## src/rtl/pulse_meas_pkg.sv

```systemverilog
// Shared types and constants for the pulse measurement sequencer.
package pulse_meas_pkg;

    typedef enum logic [2:0] {
        IDLE,
        ARM,
        WAIT_RISE,
        HIGH,
        LOW,
        DONE
    } meas_state_e;

    localparam int CNT_W_DEF = 32;
    localparam int TO_W_DEF  = 32;

    localparam logic [CNT_W_DEF-1:0] SAT_MAX = '1;

endpackage

```

## src/rtl/sync_edge_det.sv

```systemverilog
// Multi-flop synchroniser for one asynchronous input with rise/fall detection
// on the synchronised level.
module sync_edge_det #(
    parameter int SYNC_STAGES = 2
) (
    input  logic clk_i,
    input  logic rst_i,
    input  logic d_i,
    output logic s_o,
    output logic rise_o,
    output logic fall_o
);

    logic [SYNC_STAGES-1:0] sync_q;
    logic                   s_d_q;

    always_ff @(posedge clk_i or posedge rst_i) begin
        if (rst_i) begin
            sync_q <= '0;
            s_d_q  <= 1'b0;
        end else begin
            sync_q <= {sync_q[SYNC_STAGES-2:0], d_i};
            s_d_q  <= sync_q[SYNC_STAGES-1];
        end
    end

    assign s_o    = sync_q[SYNC_STAGES-1];
    assign rise_o = s_o & ~s_d_q;
    assign fall_o = ~s_o & s_d_q;

endmodule

```

## src/rtl/pulse_meas_ctrl.sv

```systemverilog
// Measures the high time and rise-to-rise period of one pulse on a selected
// channel, with timeout and saturation, and holds the result for a handshake.
module pulse_meas_ctrl
    import pulse_meas_pkg::*;
#(
    parameter int CNT_W       = CNT_W_DEF,
    parameter int TO_W        = TO_W_DEF,
    parameter int SYNC_STAGES = 2
) (
    input  logic             sys_clk_i,
    input  logic             reset_i,
    input  logic             start_i,
    input  logic             chan_sel_i,
    input  logic             signal_1_i,
    input  logic             signal_2_i,
    input  logic [TO_W-1:0]  timeout_cycles_i,
    output logic             busy_o,
    output logic             result_valid_o,
    input  logic             result_ready_i,
    output logic [CNT_W-1:0] high_count_o,
    output logic [CNT_W-1:0] period_count_o,
    output logic             timeout_flag_o,
    output logic             overflow_o,
    output logic             chan_out_o
);

    localparam logic [CNT_W-1:0] CntMax = '1;

    meas_state_e      state_q, state_d;
    logic             chan_q, chan_d;
    logic [TO_W-1:0]  to_lim_q, to_lim_d;
    logic [TO_W-1:0]  to_cnt_q, to_cnt_d;
    logic [CNT_W-1:0] high_q, high_d;
    logic [CNT_W-1:0] per_q, per_d;
    logic             ovf_q, ovf_d;
    logic             tof_q, tof_d;
    logic             busy_q, busy_d;

    logic sel, raw, s, rise, fall, timed_out;

    function automatic logic [CNT_W-1:0] sat_inc(input logic [CNT_W-1:0] v);
        return (v == CntMax) ? v : v + CNT_W'(1);
    endfunction

    // While idle the synchroniser tracks the requested channel so it already
    // holds that pin's level when a measurement is accepted.
    assign sel = (state_q == IDLE) ? chan_sel_i : chan_q;
    assign raw = sel ? signal_2_i : signal_1_i;

    sync_edge_det #(
        .SYNC_STAGES(SYNC_STAGES)
    ) u_sync (
        .clk_i  (sys_clk_i),
        .rst_i  (reset_i),
        .d_i    (raw),
        .s_o    (s),
        .rise_o (rise),
        .fall_o (fall)
    );

    assign timed_out = (to_lim_q != '0) && (to_cnt_q == to_lim_q);

    always_ff @(posedge sys_clk_i or posedge reset_i) begin
        if (reset_i) begin
            state_q  <= IDLE;
            chan_q   <= 1'b0;
            to_lim_q <= '0;
            to_cnt_q <= '0;
            high_q   <= '0;
            per_q    <= '0;
            ovf_q    <= 1'b0;
            tof_q    <= 1'b0;
            busy_q   <= 1'b0;
        end else begin
            state_q  <= state_d;
            chan_q   <= chan_d;
            to_lim_q <= to_lim_d;
            to_cnt_q <= to_cnt_d;
            high_q   <= high_d;
            per_q    <= per_d;
            ovf_q    <= ovf_d;
            tof_q    <= tof_d;
            busy_q   <= busy_d;
        end
    end

    always_comb begin
        state_d  = state_q;
        chan_d   = chan_q;
        to_lim_d = to_lim_q;
        to_cnt_d = to_cnt_q;
        high_d   = high_q;
        per_d    = per_q;
        ovf_d    = ovf_q;
        tof_d    = tof_q;
        busy_d   = busy_q;

        case (state_q)
            IDLE: begin
                if (start_i) begin
                    chan_d   = chan_sel_i;
                    to_lim_d = timeout_cycles_i;
                    to_cnt_d = '0;
                    high_d   = '0;
                    per_d    = '0;
                    ovf_d    = 1'b0;
                    tof_d    = 1'b0;
                    busy_d   = 1'b1;
                    state_d  = ARM;
                end
            end
            ARM, WAIT_RISE, HIGH, LOW: begin
                to_cnt_d = to_cnt_q + TO_W'(1);
                // Timeout wins over any edge seen in the same cycle.
                if (timed_out) begin
                    tof_d   = 1'b1;
                    state_d = DONE;
                end else begin
                    case (state_q)
                        ARM: begin
                            if (!s) state_d = WAIT_RISE;
                        end
                        WAIT_RISE: begin
                            if (rise) begin
                                high_d  = CNT_W'(1);
                                per_d   = CNT_W'(1);
                                state_d = HIGH;
                            end
                        end
                        HIGH: begin
                            if (fall) begin
                                per_d   = sat_inc(per_q);
                                state_d = LOW;
                            end else if (s) begin
                                high_d = sat_inc(high_q);
                                per_d  = sat_inc(per_q);
                            end
                        end
                        default: begin
                            if (rise) begin
                                state_d = DONE;
                            end else begin
                                per_d = sat_inc(per_q);
                            end
                        end
                    endcase
                end
            end
            DONE: begin
                if (result_ready_i) begin
                    busy_d  = 1'b0;
                    state_d = IDLE;
                end
            end
            default: begin
                state_d = IDLE;
            end
        endcase

        // Sticky until the next accepted start clears the counts to zero.
        if ((high_d == CntMax) || (per_d == CntMax)) begin
            ovf_d = 1'b1;
        end
    end

    assign busy_o         = busy_q;
    assign result_valid_o = (state_q == DONE);
    assign high_count_o   = high_q;
    assign period_count_o = per_q;
    assign timeout_flag_o = tof_q;
    assign overflow_o     = ovf_q;
    assign chan_out_o     = chan_q;

endmodule

```

## config.mk

```make
export PLATFORM = sky130hd
export DESIGN_NAME = pulse_meas_ctrl
export DESIGN_NICKNAME = d
export VERILOG_FILES = /design/src/rtl/pulse_meas_pkg.sv /design/src/rtl/sync_edge_det.sv /design/src/rtl/pulse_meas_ctrl.sv
export SDC_FILE = /design/constraint.sdc
export NUM_CORES = 1
export LEC_CHECK = 0
export ABC_AREA = 0
export BUFFER_PORTS_ARGS = -buffer_cell sky130_fd_sc_hd__buf_2
export CELL_PAD_IN_SITES_DETAIL_PLACEMENT = 0
export CELL_PAD_IN_SITES_GLOBAL_PLACEMENT = 1
export CORE_ASPECT_RATIO = 1.5
export CORE_MARGIN = 3
export CORE_UTILIZATION = 47
export DETAILED_ROUTE_END_ITERATION = 7
export PLACE_DENSITY = 0.87
export SETUP_SLACK_MARGIN = 0.1
export SYNTH_ARGS = -nofsm -noshare
export SYNTH_HDL_FRONTEND = slang
export SYNTH_HIERARCHICAL = 1
export SYNTH_SLANG_ARGS = --single-unit
```

## constraint.sdc

```tcl
create_clock -name sys_clk_i -period 8.02 [get_ports sys_clk_i]
set_clock_uncertainty 0.2 [all_clocks]
set_input_delay 1.604 -clock sys_clk_i [delete_from_list [all_inputs] [get_ports sys_clk_i]]
set_output_delay 1.604 -clock sys_clk_i [all_outputs]
set_load 0.05 [all_outputs]
```

; ---- After elaboration in Yosys (flattened, before gate mapping)
; Index checks and enable logic that the tools add are counted.
[word_totals]
reg_bits = 138
elab_cells = 88
out_inout_bits = 69
[classes]
n_mux = 38
n_eq_ne = 17
addsub = 3
n_bitwise = 4
n_reduce_logical = 15
[ops]
columns = operator, count
row1 = 32-bit two-way mux, 14
row2 = 32-bit case mux with 2 select lines, 4
row3 = "32-bit equality test, second input constant", 4
row4 = "32-bit by 1-bit adder with 32-bit output, second input constant", 3
row5 = 32-bit case mux with 3 select lines, 1
row6 = 32-bit equality test, 1
row7 = 32-bit nonzero test, 1
row8 = 3-bit two-way mux, 7
row9 = 3-bit case mux with 3 select lines, 2
row10 = "4-bit != test, second input constant", 3
row11 = 1-bit two-way mux, 8
row12 = 2-bit nonzero test, 4
row13 = "3-bit by 2-bit equality test with 1-bit output, second input constant", 2
row14 = "3-bit equality test, second input constant", 2
row15 = 2-bit AND reduction, 3
row16 = 3-bit AND reduction, 2
row17 = 6-bit AND reduction, 1
row18 = "5-bit != test, second input constant", 1
row19 = "2-bit != test, second input constant", 2
row20 = 1-bit case mux with 2 select lines, 2
row21 = 4-bit OR reduction, 1
row22 = "3-bit by 1-bit equality test with 1-bit output, second input constant", 1
row23 = 3-bit logical NOT, 1
row24 = 1-bit AND, 2
row25 = other kinds (4), 5

; ---- Longest topological paths before layout
[depth]
depth_word = 11
ltp_mapped = 13
ltp_nobuf = 11

; ---- Modules after synthesis
; The synthesis kept the hierarchy.
[modules_own_cells]
columns = mod, area_per_inst_um2, cells_each, seq_area_each_um2, n_inst
row1 = pulse_meas_ctrl, 8987.4, 1088, 3378.2, 1
row2 = sync_edge_det, 93.8, 6, 75.1, 1

; ---- Least setup slack after synthesis
; No wires, ideal clock.
[synth_timing]
path_type = input to register
startpoint = in start_i
endpoint = reg ovf_q (netlist: overflow_o)
setup_ns = 0.092
n_path_buf = 1
required_ns = 7.728
arrival_time_ns = 3.321
cell_stages = 9
path_slack_ns = 4.407
cell_sequence = nor3_1 nor2_1 clkbuf_1 nor2_1 a22oi_1 nand4bb_1 nor4b_2 nand4_1 o31ai_2
[synth_via]
elab_chain_len = 6
elab_cells_between_ends = 11
classes_between = eq/ne (2) / mux (5) / reduce/logical (4)
[synth_rtl]
columns = element, line_no
row1 = start: declaration, pulse_meas_ctrl.sv:12  ; input logic start_i,
row2 = 32-bit two-way mux, pulse_meas_ctrl.sv:100  ; if (start_i) begin
row3 = 32-bit case mux with 2 select lines, pulse_meas_ctrl.sv:98  ; case (state_q)
row4 = 32-bit equality test, pulse_meas_ctrl.sv:161  ; if ((high_d == CntMax) || (per_d == CntMax)) begin
row5 = 1-bit logical OR, pulse_meas_ctrl.sv:161
row6 = 2-bit nonzero test (no source line), --
row7 = 2-bit AND reduction (no source line), --
row8 = end signal: assignment, pulse_meas_ctrl.sv:81  ; ovf_q <= ovf_d;
row9 = end: declaration, pulse_meas_ctrl.sv:35  ; logic ovf_q, ovf_d;
; Parallel ways exist; a longest one is shown, timed or not.
; A chain may end at the register's enable or synchronous reset.

; ---- Final worst setup path
[layout_timing]
startpoint = reg state_q[2]
endpoint = out result_valid_o
[layout_via]
elab_chain_len = 1
[layout_rtl]
columns = element, line_no
row1 = start: declaration, pulse_meas_ctrl.sv:29  ; meas_state_e state_q, state_d;
row2 = start signal: assignment, pulse_meas_ctrl.sv:75  ; state_q <= state_d;
row3 = 3-bit equality test, pulse_meas_ctrl.sv:167  ; assign result_valid_o = (state_q == DONE);
row4 = end: declaration, pulse_meas_ctrl.sv:18  ; output logic result_valid_o,
; Every way passes these cells.

==> impl_results.md <==
* Total GRT Usage at 0.296
* Number of remaining DRC errors at 0
* IO Pins at 108
* Tightest Pin Transition at 1.04 ns
* Largest net degree at the start of global routing at 76
* Mean Syn Cell Area at 8.30 um2
* Post-Synth Adder-Cell Area at 0.00413
* Final setup fails at 0
* Hold crit path type: reg2reg
* Root buffer cell: clkbuf_16
* PwrDens at 347 nW/um2
* Internal at 1.79 mW
* Num Clock Sinks at 138
* Final period utilization at 0.543
* Clock share of power at 0.212
* Cells along the critical path: inv_1 > nor2_1 > buf_2
* Max stage delay on crit path at between 1 and 1.5 ns
* Cells after Synth at 1,094
* CTS tree: yes
* Die Area at 21,100 um2
* Post-Syn Area at 9080 um2
* Sw Share at 0.503
* Crit path DAT at 2.55 ns
* M1 WL at 11,800 um
* Detailed-route via count at 9,261
* Die Height at 176 um
* Mux contribution to synthesized area at 0.00565
* Setup_tns at 0 ns
* CP max-delay cell: dfrtp_1
* RSZ-0062 raised after global routing: no
* Flop-to-flop setup slack at 3.69 ns
* Slew HR at 0.308
* Synth Flop Type: dfrtp_1
* Total CTS buffers at 17
* Post-cts sizing count at 0
* Largest cells by area after synthesis: dfrtp_1 (38%), nand2_1 (7.6%), xor2_1 (5.2%)
* Fin nets at 1,215
* Routed wl met3 at 2190 um
* Sequential element share of the synthesized area at 0.380
* Initial antenna violation count at 0
* Crit start category: register
* Compound-Gate Fraction of Synth Area at 0.217
* Max VDD drop at 0.171 mV
* Routed Wire Length at 30,800 um
* Clock latency on the worst-skew pair at ~0.43 ns
* Synth area leader: dfrtp_1
* Diode count at 0
* Max layer used: met4
* Final GP Congestion at 0.972
* Vias/cell at 6.44
* First-pass GRT wire length at 49,600 um
* Initial Util at 0.484
* Synth-to-Final Area Change at 14.0%
* Gr ovfl total at 0
* Crit. End Element: output port
* Post-synth ARST share at 1.00
* Clock Tree Buf Depth at 2
* Ys Warns at 6
* Final Max Tran Viols at 0
* Post-CTS Setup Repair Bufs at 0
* WL per Instance at 21.4 um
* Routed Antenna Nets at 0
* Placed wire-length estimate at 21,700 um
* Max-cap violations at 0
* Logic pwr share at 0.469
* Fillers at between 1,500 and 2,000
* H-tree levels at 4
* Layout cells sized above 1 at 0.164
* Met2 WL at 15,200 um
* Synthesized Nets at 1,136
* Max Fclk at between 200 and 250 MHz
* Critical Path RT at 6.22 ns
* Final Hold Fails at 0
* LEAKAGE at 4.73 nW
* Post-synth top area share at 0.380
* Run status: finished clean
* Flops & latches, synth at 138
* Design Power at between 3 and 4 mW
* Hold_buf cts at 0
* Largest family of logic cells by synthesized area: simple AND/OR/NAND/NOR gates
* Die width at 119 um
* Fin crit period at 4.36 ns
* DR pass1 iterations at 6
* Count of cell types in the netlist at 88
* Vias in the first global route at 9,056
* Simple-gate portion of the synthesized area at 0.297
* Sw Pwr at 1.81 mW
* Rows at 61
* Area of the core at 18,800 um2
* PortBufs at 107
* CTS clk-pin slew, worst paths at 0.06 ns
* Synth Area in XOR/XNOR at 0.0579
* CP max FO at 33
* Post-synth EDFFs at 0
* Iter 0 DRT Violations at 1,279
* Crit Path Category: reg2out
* Reg power frac at 0.319
==> per-layer routing <==
layer / up-vias / global-route usage
li1: 4232 / -
met1: 4417 / 0.366
met2: 484 / 0.501
met3: 128 / 0.0465
met4: 0 / 0.151
met5: - / 0
==> per-stage QoR <==
| step | cell area, um2 | util | worst slack (ns) | hold WS (ns) | instances |
|---|---|---|---|---|---|
| final | 10400 | 0.551 | 3.66 | 0.150 | 1438 |
| after global routing | 10400 | 0.551 | 3.31 | 0.171 | 1438 |
| after CTS | 10400 | 0.551 | 3.68 | 0.153 | 1438 |
| after detailed placement | 9790 | 0.521 | 3.26 | 0.139 | 1406 |
| after global placement | 9790 | 0.521 | 3.39 | 0.135 | 1406 |
| after floorplan | 9080 | - | 2.60 | 0.131 | 1094 |
==> critical path, delay by kind of cell, from the launching register on <==
kind | cells | cell delay (ns)
and+or+nand+nor | 1 | 0.31
DFF | 1 | 1.03
buffers and inverters | 2 | 0.79
==> path summary, 6_finish.rpt <==
kind                             startpoint           endpoint  cells past startpoint
setup / recovery                 state_q[2]     result_valid_o                      3
hold / removal             u_sync/sync_q[0]   u_sync/sync_q[1]                      0
setup reg to reg               to_cnt_q[10]         overflow_o                     10
hold reg to reg            u_sync/sync_q[0]   u_sync/sync_q[1]                      0
max in group asynchronous           reset_i  period_count_o[4]                      3
min in group asynchronous           reset_i   u_sync/sync_q[0]                      2
==> flip-flops by register name, summed over array words and instances, names as in the netlist <==
signal / cells
busy_o: 1
to_lim_q: 32
chan_out_o: 1
u_sync/s_d_q: 1
state_q: 3
timeout_flag_o: 1
overflow_o: 1
high_count_o: 32
period_count_o: 32
to_cnt_q: 32
u_sync/sync_q: 2
==> power by group through the flow <==
stage / logic [mW] / registers, mW / clock network, mW
after floorplan: 1.09 / 1.18 / 0
after global placement: 1.64 / 1.15 / 0
after detailed placement: 1.65 / 1.15 / 0
after CTS: 1.66 / 1.14 / 0.767
after global routing: 1.82 / 1.17 / 0.802
final: 1.68 / 1.15 / 0.762
==> final cells by class <==
class	instances	area, um2	area share
timing repair buffer	119	626	0.0604
inverter	21	83.8	0.00810
multi-input combinational	876	5310	0.513
clock buffer	19	443	0.0428
tap	252	315	0.0305
sequential	138	3450	0.334
clock inverter	13	121	0.0117
==> synth_stat cells, types with 19 or more instances <==
library cell,instances
a21oi_1,66
a31oi_1,26
and3_1,33
buf_2,19
clkbuf_1,31
dfrtp_1,138
inv_1,21
nand2_1,185
nand3_1,57
nand4_1,31
nor2_1,76
nor3_1,30
nor4_1,25
o21ai_0,68
xor2_1,54
==> cell families after synthesis <==
family | after synthesis
AND/OR/NAND/NOR | 521
multiplexers | 5
XOR/XNOR | 60
flip-flops | 138
AO/OA/AOI/OAI | 287
adder cells (fa/ha/maj) | 3
buffers and inverters | 80
==> cells in the final DEF, fill, tap and decap left out, types with 7 or more instances in the layout <==
master     synthesis  final
xor2_1            54     54
nor4_1            25     25
and4_1            15     15
o211ai_1          11     11
nand2_1          185    185
buf_2             19    107
nand4_1           31     31
or2_2              7      7
a21oi_1           66     66
a41oi_1            8      8
dfrtp_1          138    138
inv_1             21     20
and3_1            33     33
and2_1             8      8
buf_4              3     12
o22ai_1            7      7
nand3_1           57     56
nor3_1            30     30
clkbuf_16          0     17
o21ai_0           68     68
nor2_1            76     75
a31oi_1           26     24
a21o_1             9      9
or3_1             11     11
o31ai_1            8      8
No activity file was read; power rests on OpenSTA's default activity.
